<file path="src/rtl/logic_unit_pipe.sv">
// logic_unit_pipe: registered WIDTH-bit bitwise op unit with valid/ready
// handshakes, a chain accumulator feeding operand A, and zero/parity flags.
// Ports: clk, rst_n (async, active low); in_valid/in_ready, a, b, op, chain,
//   acc_clr on the input side; out_valid/out_ready, y, zero, parity on the
//   output side. Define LOGIC_UNIT_POPCNT_EN to add the popcnt output.
module logic_unit_pipe #(
   parameter int unsigned      WIDTH    = 4,
   parameter logic [WIDTH-1:0] ACC_INIT = '0
) (
   input  logic             clk,
   input  logic             rst_n,
   input  logic             in_valid,
   output logic             in_ready,
   input  logic [WIDTH-1:0] a,
   input  logic [WIDTH-1:0] b,
   input  logic [2:0]       op,
   input  logic             chain,
   input  logic             acc_clr,
   output logic             out_valid,
   input  logic             out_ready,
   output logic [WIDTH-1:0] y,
   output logic             zero,
`ifdef LOGIC_UNIT_POPCNT_EN
   output logic             parity,
   output logic [$clog2(WIDTH+1)-1:0] popcnt
`else
   output logic             parity
`endif
);

   logic             accept;
   logic [WIDTH-1:0] acc;
   logic [WIDTH-1:0] op_a;
   logic [WIDTH-1:0] res;

   assign in_ready = !out_valid || out_ready;
   assign accept   = in_valid && in_ready;

   // A clear on a chained beat applies before the operand is used.
   always_comb begin
      op_a = a;
      if (chain) begin
         op_a = acc_clr ? ACC_INIT : acc;
      end
   end

   always_comb begin
      res = '0;
      unique case (op)
         3'b000: res = op_a & b;
         3'b001: res = op_a | b;
         3'b010: res = op_a ^ b;
         3'b011: res = ~(op_a & b);
         3'b100: res = ~(op_a | b);
         3'b101: res = ~(op_a ^ b);
         3'b110: res = op_a & ~b;
         3'b111: res = b;
      endcase
   end

   always_ff @(posedge clk or negedge rst_n) begin
      if (!rst_n) begin
         out_valid <= 1'b0;
         y         <= '0;
         zero      <= 1'b0;
         parity    <= 1'b0;
      end else if (accept) begin
         out_valid <= 1'b1;
         y         <= res;
         zero      <= (res == '0);
         parity    <= ^res;
      end else if (out_ready) begin
         out_valid <= 1'b0;
      end
   end

   // The new result takes priority over a clear in the same cycle.
   always_ff @(posedge clk or negedge rst_n) begin
      if (!rst_n) begin
         acc <= ACC_INIT;
      end else if (accept) begin
         acc <= res;
      end else if (acc_clr) begin
         acc <= ACC_INIT;
      end
   end

`ifdef LOGIC_UNIT_POPCNT_EN
   localparam int PW = $clog2(WIDTH + 1);

   logic [PW-1:0] pc_next;

   always_comb begin
      pc_next = '0;
      for (int i = 0; i < WIDTH; i++) begin
         pc_next = pc_next + PW'(res[i]);
      end
   end

   always_ff @(posedge clk or negedge rst_n) begin
      if (!rst_n) begin
         popcnt <= '0;
      end else if (accept) begin
         popcnt <= pc_next;
      end
   end
`endif

endmodule

</file>
<file path="config.mk">
export PLATFORM = sky130hd
export DESIGN_NAME = logic_unit_pipe
export DESIGN_NICKNAME = d
export VERILOG_FILES = /design/src/rtl/logic_unit_pipe.sv
export SDC_FILE = /design/constraint.sdc
export NUM_CORES = 1
export LEC_CHECK = 0
export ABC_CLOCK_PERIOD_IN_PS = 3470
export CORE_MARGIN = 10
export CORE_UTILIZATION = 48
export CTS_CLUSTER_DIAMETER = 60
export DETAILED_ROUTE_END_ITERATION = 8
export GPL_TIMING_DRIVEN = 0
export PLACE_DENSITY = 0.78
export RECOVER_POWER = 50
export SYNTH_ARGS = -nofsm -noshare
export SYNTH_HDL_FRONTEND = slang
export SYNTH_SLANG_ARGS = --single-unit
</file>
<file path="constraint.sdc">
create_clock -name clk -period 3.47 [get_ports clk]
set_clock_uncertainty 0.2 [all_clocks]
set_input_delay 0.694 -clock clk [delete_from_list [all_inputs] [get_ports clk]]
set_output_delay 0.694 -clock clk [all_outputs]
set_load 0.01 [all_outputs]
</file>
* Word level (Yosys, flattened, before mapping)
Index checks and enable logic that the tools add are counted.
Word-level totals: register bits after elaboration 11, output and inout port bits 8, input bits 17, logic and storage cells 33
Operators by class: multiplexer cells 6, bitwise gates (word level) 8, eq/ne operators 7, reduce and logical (&&, ||, !) cells 7
Operators by type and width (count):
- $pmux W4 S8 | 1
- $not A4 Y4 | 4
- $eq A3 B3 Y1 const B | 4
- $mux W4 | 3
- $and A4 B4 Y4 | 2
- $eq A3 B2 Y1 const B | 2
- $logic_not A4 Y1 | 1
- $or A4 B4 Y4 | 1
- $reduce_xor A4 Y1 | 1
- $xor A4 B4 Y4 | 1
- $eq A3 B1 Y1 const B | 1
- $logic_not A3 Y1 | 1
- $mux W1 | 2
- $reduce_bool A2 Y1 | 1
- $logic_and A1 B1 Y1 | 1
- $logic_not A1 Y1 | 1
- $logic_or A1 B1 Y1 | 1

* Depth between registers and ports, before layout
Gate-level depths: netlist of the first run.
depth in word-level cells 6, depth in mapped cells 11, depth with buffers taken out 11

* Worst setup path before layout of the first run
Ideal clock, no wire load.
kind input to register, from input port acc_clr, to register parity, buffers on the path 0, path slack 577 ps, arrival time 2562 ps, library setup time 130 ps, cell stages on the path 10, required time 3140 ps, cell sequence nor2b_1 > mux2_2 > inv_1 > ha_1 > or2b_1 > a32o_1 > or3b_2 > ha_1 > xnor2_1 > o21ai_0
On the way: longest elaborated chain between the ends 6, elaborated cells between the ends (all ways) 11, classes of those cells mux: 3; bitwise: 7; reduce/logical: 1
Ends and longest elaborated chain:
- start: declaration | line 18 | input logic acc_clr,
- $mux W4 *
- $mux W4 * | line 42 | if (chain) begin
- $xor A4 B4 Y4, or another cell as far along | line 52, 55
- $not A4 Y4 (on tied branches) | line 55, 53, 54
- $pmux W4 S8 * | line 49 | unique case (op)
- $reduce_xor A4 Y1 * | line 71 | parity <= ^res;
- end signal: assignment | line 71
- end: declaration | line 27 | output logic parity
Mark *: on every way between the ends. The rest lies on a longest branch, timed or not. A chain may end at the register's enable or synchronous reset.

* Worst setup path in the final report of the first run
from input port chain, to register parity
On the way: longest elaborated chain between the ends 5, elaborated cells between the ends (all ways) 10, classes of those cells mux: 2; bitwise: 7; reduce/logical: 1
Ends and longest elaborated chain:
- start: declaration | line 17 | input logic chain,
- $mux W4 * | line 42
- $xor A4 B4 Y4, or another cell as far along | line 52, 55
- $not A4 Y4 (on tied branches) | line 55, 53, 54
- $pmux W4 S8 * | line 49
- $reduce_xor A4 Y1 * | line 71
Marks and branches as above.

==> results.py, run 1 <==
metrics = {
    "status": {
        "status": "completed",
    },
    "floorplan": {
        "dieArea_mm2": 0.00431,
        "rows": 16,
        "io_pins": 25,
        "die_x_um": 65.7,
        "fp.dieH_um": 65.7,
        "core-area_mm2": 0.00198,
        "start_util_pct": 50.5,
    },
    "cts": {
        "clock_path_buffers": 2,
        "clk_pin_slew_ns": 0.06,
        "cts_setup_buffers": 0,
        "insertion_delay_ns": 0.26,
        "cts.sinks": 11,
        "h-tree-depth": 1,
        "root_buffer": "clkbuf_4",
        "hold_buffers": 0,
        "cts_tree": "done",
        "ctsResizeCount": 0,
        "numCtsBuffers": 3,
    },
    "pwr": {
        "powerDensity_mw_per_mm2": 316,
        "max-vdd-ir-drop_v": 0.000211,
        "pwr-share-comb_pct": 41.8,
        "p_leak_nw": 0.613,
        "intPower_mw": 0.285,
        "p_sw_mw": 0.126,
        "netSwitchingFraction_pct": 30.7,
        "seqPwrFrac_pct": 38.5,
        "pwr-share-clk_pct": 19.7,
    },
    "synthesis": {
        "yosysTopAreaCell": "dfrtp_1",
        "synth_nets": 142,
        "seq_area_frac_synth_pct": 27.5,
        "synthCells": 111,
        "netlist_top_cells_area": "dfrtp_1 (28%), ha_1 (18%), mux2i_1 (6.0%), mux2_2 (5.6%), nand2_1 (5.3%)",
        "dominantRegCellSynth": "dfrtp_1",
        "synthArstFlopShare_pct": 100,
        "synth_top_area_share_pct": 27.5,
        "postSynthAreaPerCell_um2": 9.02,
        "synth_seq_cells": 11,
        "ys_types": 34,
        "synth_edf_count": 0,
        "yosys-top-cells-count": "ha_1 (14), nand2_1 (14), dfrtp_1 (11), inv_1 (9), o21ai_0 (7)",
        "yosysWarningCount": 0,
        "synth.cell_area_mm2": 0.00100,
    },
    "timing": {
        "fmax_mhz": 301,
        "post-route-min-period_ns": 3.32,
        "report.final.slew_viol_count": 0,
        "hold_violations": 0,
        "whs_ns": 0.268,
        "tightest_slew_ns": 0.472,
        "rsz0062_at_grt": "false",
        "fin_tns_setup_ns": 0,
        "setup_viol": 0,
        "period_share_pct": 95.8,
        "maxSlewHeadroom_pct": 68.5,
    },
    "setup_path": {
        "crit_path_start_kind": "primary input",
        "r2r_slack_ns": 0.74,
        "r2r_cells": 9,
        "crit_fanout": 4,
        "r2r-end": "parity",
        "required_ns": 3.40,
        "cp.arrival_ns": 3.26,
        "cp-end-kind": "flip-flop",
        "r2r-start": "acc[1]",
        "critPathKind": "in -> reg",
    },
    "grt": {
        "grt_max_degree": 12,
        "grt_first_pass_wirelength_mm": 3.91,
        "grtUsageTotal_pct": 11.0,
        "grt_pass1_vias": 921,
        "gr-total-overflow": 0,
        "antenna_found_initial": 0,
    },
    "layout": {
        "utilization_pct": 65.7,
        "antenna_cells": 0,
        "drive_above_1_share_pct": 7.91,
        "final_cell_count_no_fill": 166,
        "fillers": 166,
        "syn_to_final_growth_pct": 30.0,
        "final_net_count": 171,
    },
    "detailed_routing": {
        "dr.pass1.iters": 4,
        "final_antenna_net_count": 0,
        "drt-total-wl_mm": 2.31,
        "vias": 880,
        "vias_per_cell": 5.30,
        "wl_per_cell_um": 13.9,
        "initialDrtViolationCount": 18,
        "remaining_drc_errors": 0,
    },
    "placement": {
        "port_buffers": 24,
        "dpl.hpwl_mm": 1.96,
        "dp.cells": 162,
        "gp_congestion": 0.777,
    },
    "worst_hold_path": {
        "min_path_cells": 1,
        "min_from": "y[3]",
        "worstHoldEndpoint": "y[3]",
        "hold_path_class": "reg -> reg",
    },
    "flow_run": {
        "drv_cap": 0,
    },
}
## power groups by stage
| stage | registers [mW] | logic [mW] | clock network [mW] |
|---|---|---|---|
| floorplan | 0.168 | 0.0885 | 0 |
| global placement | 0.160 | 0.169 | 0 |
| detailed placement | 0.161 | 0.176 | 0 |
| CTS | 0.159 | 0.177 | 0.0840 |
| global route | 0.161 | 0.191 | 0.0914 |
| finish | 0.158 | 0.172 | 0.0811 |
## routing by layer
layer / up-vias / wire [µm] / global-route usage, % / part of all wire (%)
li1: 450 / - / - / -
met1: 407 / 984 / 12.0 / 43
met4: 0 / 12 / 4.01 / 0.52
met3: 2 / 146 / 2.54 / 6.3
met2: 21 / 1160 / 19.9 / 50
met5: - / 0 / 0 / 0
## worst max-delay path, stage by stage
cell             delay, ns
clkdlybuf4s50_1       0.57
mux2_2                0.39
ha_1                  0.31
mux2i_1               0.08
a32o_1                0.23
or3b_2                0.47
ha_1                  0.30
xnor2_1               0.14
o21ai_0               0.08
## through the flow
step | area (µm²) | setup WS, ns | power, mW
2_1_floorplan | 1000 | 0.577 | 0.256
3_3_place_gp | 1270 | -0.0798 | 0.329
3_5_place_dp | 1270 | -0.121 | 0.338
4_1_cts | 1300 | 0.156 | 0.420
5_1_grt | 1300 | 0.0136 | 0.443
6_report | 1300 | 0.145 | 0.411
## cell type report
class                           count  area (µm²)  share of cell area [%]
Clock buffer                        4        26.3                    2.02
Sequential cell                    11         275                    21.2
Multi-Input combinational cell     86         664                    51.1
Buffer                              5        27.5                    2.12
Inverter                            9        33.8                    2.60
Timing Repair Buffer               24         240                    18.5
Tap cell                           27        33.8                    2.60
## cells by family (layout without fill, tap and decap cells)
kind of cell	count (synthesis)	count (layout)	synth area share, %
AOI/OAI and AO/OA	21	21	14.4
DFF	11	11	27.5
xor gates and xnor gates	1	1	0.875
buffers and inverters	14	42	6.12
and+or+nand+nor	39	39	22.0
adders and majority gates	14	14	17.5
muxes	11	11	11.6
## how the worst max path moves through the flow
stage	startpoint	endpoint	slack [ns]	cells past startpoint
2_1_floorplan	acc_clr	parity	0.58	10
3_3_place_gp	chain	parity	-0.08	9
3_5_place_dp	chain	parity	-0.12	9
4_1_cts	chain	parity	0.16	9
5_1_grt	acc_clr	parity	0.01	11
6_report	chain	parity	0.15	9
## flip-flops by register name, summed over array words and instances, names as in the netlist
register   count
zero           1
out_valid      1
y              4
parity         1
acc            4
## cells in the final DEF (no fill, tap or decap), drive strengths merged, types with 2 or more instances in the layout
cell type / netlist / final
a211oi: 2 / 2
a21o: 2 / 2
a21oi: 2 / 2
buf: 2 / 2
clkbuf: 3 / 7
clkdlybuf4s50: 0 / 19
dfrtp: 11 / 11
dlygate4sd3: 0 / 5
ha: 14 / 14
inv: 9 / 9
mux2: 5 / 5
mux2i: 6 / 6
nand2: 14 / 14
nand2b: 6 / 6
nor2: 2 / 2
nor2b: 6 / 6
o21ai: 7 / 7
o32ai: 3 / 3
No activity file was read; power rests on OpenSTA's default activity.
==> inputs of run 2 (changes only) <==
--- a/config.mk
+++ b/config.mk
@@ -13,6 +13,7 @@
 export GPL_TIMING_DRIVEN = 0
 export PLACE_DENSITY = 0.78
 export RECOVER_POWER = 50
+export SKIP_CTS_REPAIR_TIMING = 1
 export SYNTH_ARGS = -nofsm -noshare
 export SYNTH_HDL_FRONTEND = slang
 export SYNTH_SLANG_ARGS = --single-unit
==> results of run 2 <==
Same layout as run 1: the final DEF is identical, and so are final timing and power.
==> inputs of run 3 (changes only) <==
--- a/config.mk
+++ b/config.mk
@@ -5,13 +5,14 @@
 export SDC_FILE = /design/constraint.sdc
 export NUM_CORES = 1
 export LEC_CHECK = 0
+export ABC_AREA = 1
 export ABC_CLOCK_PERIOD_IN_PS = 3470
 export CORE_MARGIN = 10
-export CORE_UTILIZATION = 48
+export CORE_UTILIZATION = 45
 export CTS_CLUSTER_DIAMETER = 60
 export DETAILED_ROUTE_END_ITERATION = 8
 export GPL_TIMING_DRIVEN = 0
-export PLACE_DENSITY = 0.78
+export PLACE_DENSITY = 0.72
 export RECOVER_POWER = 50
 export SKIP_CTS_REPAIR_TIMING = 1
 export SYNTH_ARGS = -nofsm -noshare
==> results.py, run 3 <==
metrics = {
    "status": {
        "status": "completed",
    },
    "cts": {
        "cts.sinks": 11,
        "numCtsBuffers": 3,
        "h-tree-depth": 1,
        "root_buffer": "clkbuf_4",
        "clk_pin_slew_ns": 0.08,
        "insertion_delay_ns": 0.27,
        "clock_path_buffers": 2,
        "cts_tree": "done",
    },
    "synthesis": {
        "synth_edf_count": 0,
        "seq_area_frac_synth_pct": 23.2,
        "yosysTopAreaCell": "dfrtp_1",
        "synthCells": 175,
        "synth_nets": 206,
        "ys_types": 19,
        "synth.most_common_cell": "nand2_1",
        "netlist_top_cells_area": "dfrtp_1 (23%), nand2_1 (18%), ha_1 (15%), inv_1 (10%), nand4_1 (5.8%)",
        "synthArstFlopShare_pct": 100,
        "synth_seq_cells": 11,
        "synth.cell_area_mm2": 0.00119,
        "postSynthAreaPerCell_um2": 6.79,
        "yosysWarningCount": 0,
        "yosys-top-cells-count": "nand2_1 (58), inv_1 (32), ha_1 (14), dfrtp_1 (11), nand4_1 (11)",
        "dominantRegCellSynth": "dfrtp_1",
        "synth_top_area_share_pct": 23.2,
    },
    "placement": {
        "preCtsSetupSlack_ns": 0.164,
        "port_buffers": 22,
        "gp_congestion": 0.971,
        "dpl.hpwl_mm": 2.39,
    },
    "grt": {
        "grtUsageTotal_pct": 11.4,
        "grt_pass1_vias": 1110,
        "grt_max_degree": 12,
        "antenna_found_initial": 0,
        "grt_first_pass_wirelength_mm": 4.95,
        "gr-total-overflow": 0,
    },
    "timing": {
        "report.final.slew_viol_count": 0,
        "maxSlewHeadroom_pct": 65.9,
        "hold_violations": 0,
        "fin_ws_ns": 0.453,
        "rsz0062_at_grt": "false",
        "post-route-min-period_ns": 3.02,
        "period_share_pct": 86.9,
        "setup_viol": 0,
        "fin_tns_setup_ns": 0,
        "tightest_slew_ns": 0.510,
        "fmax_mhz": 331,
    },
    "floorplan": {
        "core-area_mm2": 0.00250,
        "dieArea_mm2": 0.00509,
        "fp.dieH_um": 71.4,
        "rows": 18,
        "start_util_pct": 47.5,
        "io_pins": 25,
        "die_x_um": 71.4,
    },
    "setup_path": {
        "crit_path_start_kind": "primary input",
        "r2r-start": "acc[0]",
        "cp-startpoint": "chain",
        "cp.arrival_ns": 2.97,
        "r2r-end": "parity",
        "crit_family": "buffers and inverters",
        "cp-end-kind": "flip-flop",
        "crit_fanout": 8,
        "cp_cell_sequence": "clkdlybuf4s50_1 > o21ai_0 > inv_1 > ha_1 > nand3b_1 > nand2_1 > nor2_1 > nand2_1 > nand2_1 > ha_1 > xnor2_1 > o21ai_0",
        "path_buf_inv": 2,
        "r2r_slack_ns": 1.15,
        "crit_slowest_cell": "clkdlybuf4s50_1",
        "crit_top_cell": "nand2_1",
        "cp.depth": 12,
        "r2r_cells": 14,
        "critPathKind": "in -> reg",
        "required_ns": 3.42,
        "worstSetupEndpoint": "parity",
        "max_stage_delay_ns": 0.54,
    },
    "layout": {
        "antenna_cells": 0,
        "reg_top3": "acc x4, y x4",
        "final_common_cell": "nand2_1",
        "mostFrequentLayoutCells": "nand2_1 (58), inv_1 (32), clkdlybuf4s50_1 (18)",
        "drive_above_1_share_pct": 11.9,
        "final_net_count": 233,
        "syn_to_final_growth_pct": 23.3,
        "utilization_pct": 58.6,
    },
    "pwr": {
        "max-vdd-ir-drop_v": 0.000361,
        "powerDensity_mw_per_mm2": 299,
        "power.total_mw": 0.438,
        "p_leak_nw": 0.838,
    },
    "detailed_routing": {
        "wl_per_cell_um": 12.7,
        "vias": 1156,
        "initialDrtViolationCount": 104,
        "dr.pass1.iters": 4,
        "vias_per_cell": 5.00,
        "drt-total-wl_mm": 2.93,
        "remaining_drc_errors": 0,
        "final_antenna_net_count": 0,
    },
    "worst_hold_path": {
        "hold_path_class": "reg -> reg",
    },
    "flow_run": {
        "drv_cap": 0,
    },
}
run 3: cell count changes after synthesis, sizes merged, moves of 4 or more:
cell	delta
buf	+4
inv	+25
mux2	-5
mux2i	-6
nand2	+48
nand2b	-6
nand3	+12
nand4	+11
nor2	+11
nor2b	-6
run 3: where the power goes:
group | internal, mW | total, mW | leakage [nW] | switching, mW
combinational | 0.0883 | 0.190 | 0.683 | 0.102
sequential | 0.150 | 0.161 | 0.140 | 0.0100
clock | 0.0445 | 0.0874 | 0.0150 | 0.0429
total | 0.283 | 0.438 | 0.838 | 0.155
run 3: worst min-delay path by stage:
stage / cells after the start / to / start
after floorplan: 0 / acc[0] / rst_n
after global placement: 2 / y[3] / y[3]
after detailed placement: 2 / y[1] / y[1]
after CTS: 2 / y[1] / y[1]
after global routing: 2 / y[0] / y[0]
final: 2 / y[1] / y[1]
run 3: kinds of logic (layout without fill, tap and decap cells):
kind of cell               Yosys count  after routing  share of synthesized area [%]
adders and majority gates           14             14                           14.8
and+or+nand+nor                    101            101                           41.5
DFF                                 11             11                           23.2
buffers and inverters               41             67                           16.9
AOI/OAI and AO/OA                    7              7                           2.95
xor gates and xnor gates             1              1                          0.738
run 3: area by class of cell:
| cell class | instances | area, µm² |
|---|---|---|
| sequential | 11 | 275 |
| inverter | 35 | 133 |
| timing repair buffer | 22 | 220 |
| fill | 243 | 1040 |
| buffer | 6 | 60.1 |
| multi-input combinational | 123 | 712 |
| clock buffer | 4 | 26.3 |
| tap | 30 | 37.5 |
run 3: metrics by stage:
stage,instances,instance area (µm²),hold slack (ns)
floorplan,175,1190,0.198
global placement,227,1450,0.267
detailed placement,227,1450,0.270
CTS,231,1470,0.287
global route,231,1460,0.310
finish,231,1460,0.278
run 3: routing by layer:
metal  part of all wire (%)  vias up  track usage (%)
met1                     46      532             13.8
li1                       -      592                -
met5                      0        -                0
met4                   0.68        0             2.15
met3                    4.3        2             3.17
met2                     49       30             19.7
run 3: worst min-delay path, cell delays in order (launching register included):
cell and delay [ns]:
dfrtp_1 0.34, nand2_1 0.05, nand2_1 0.06
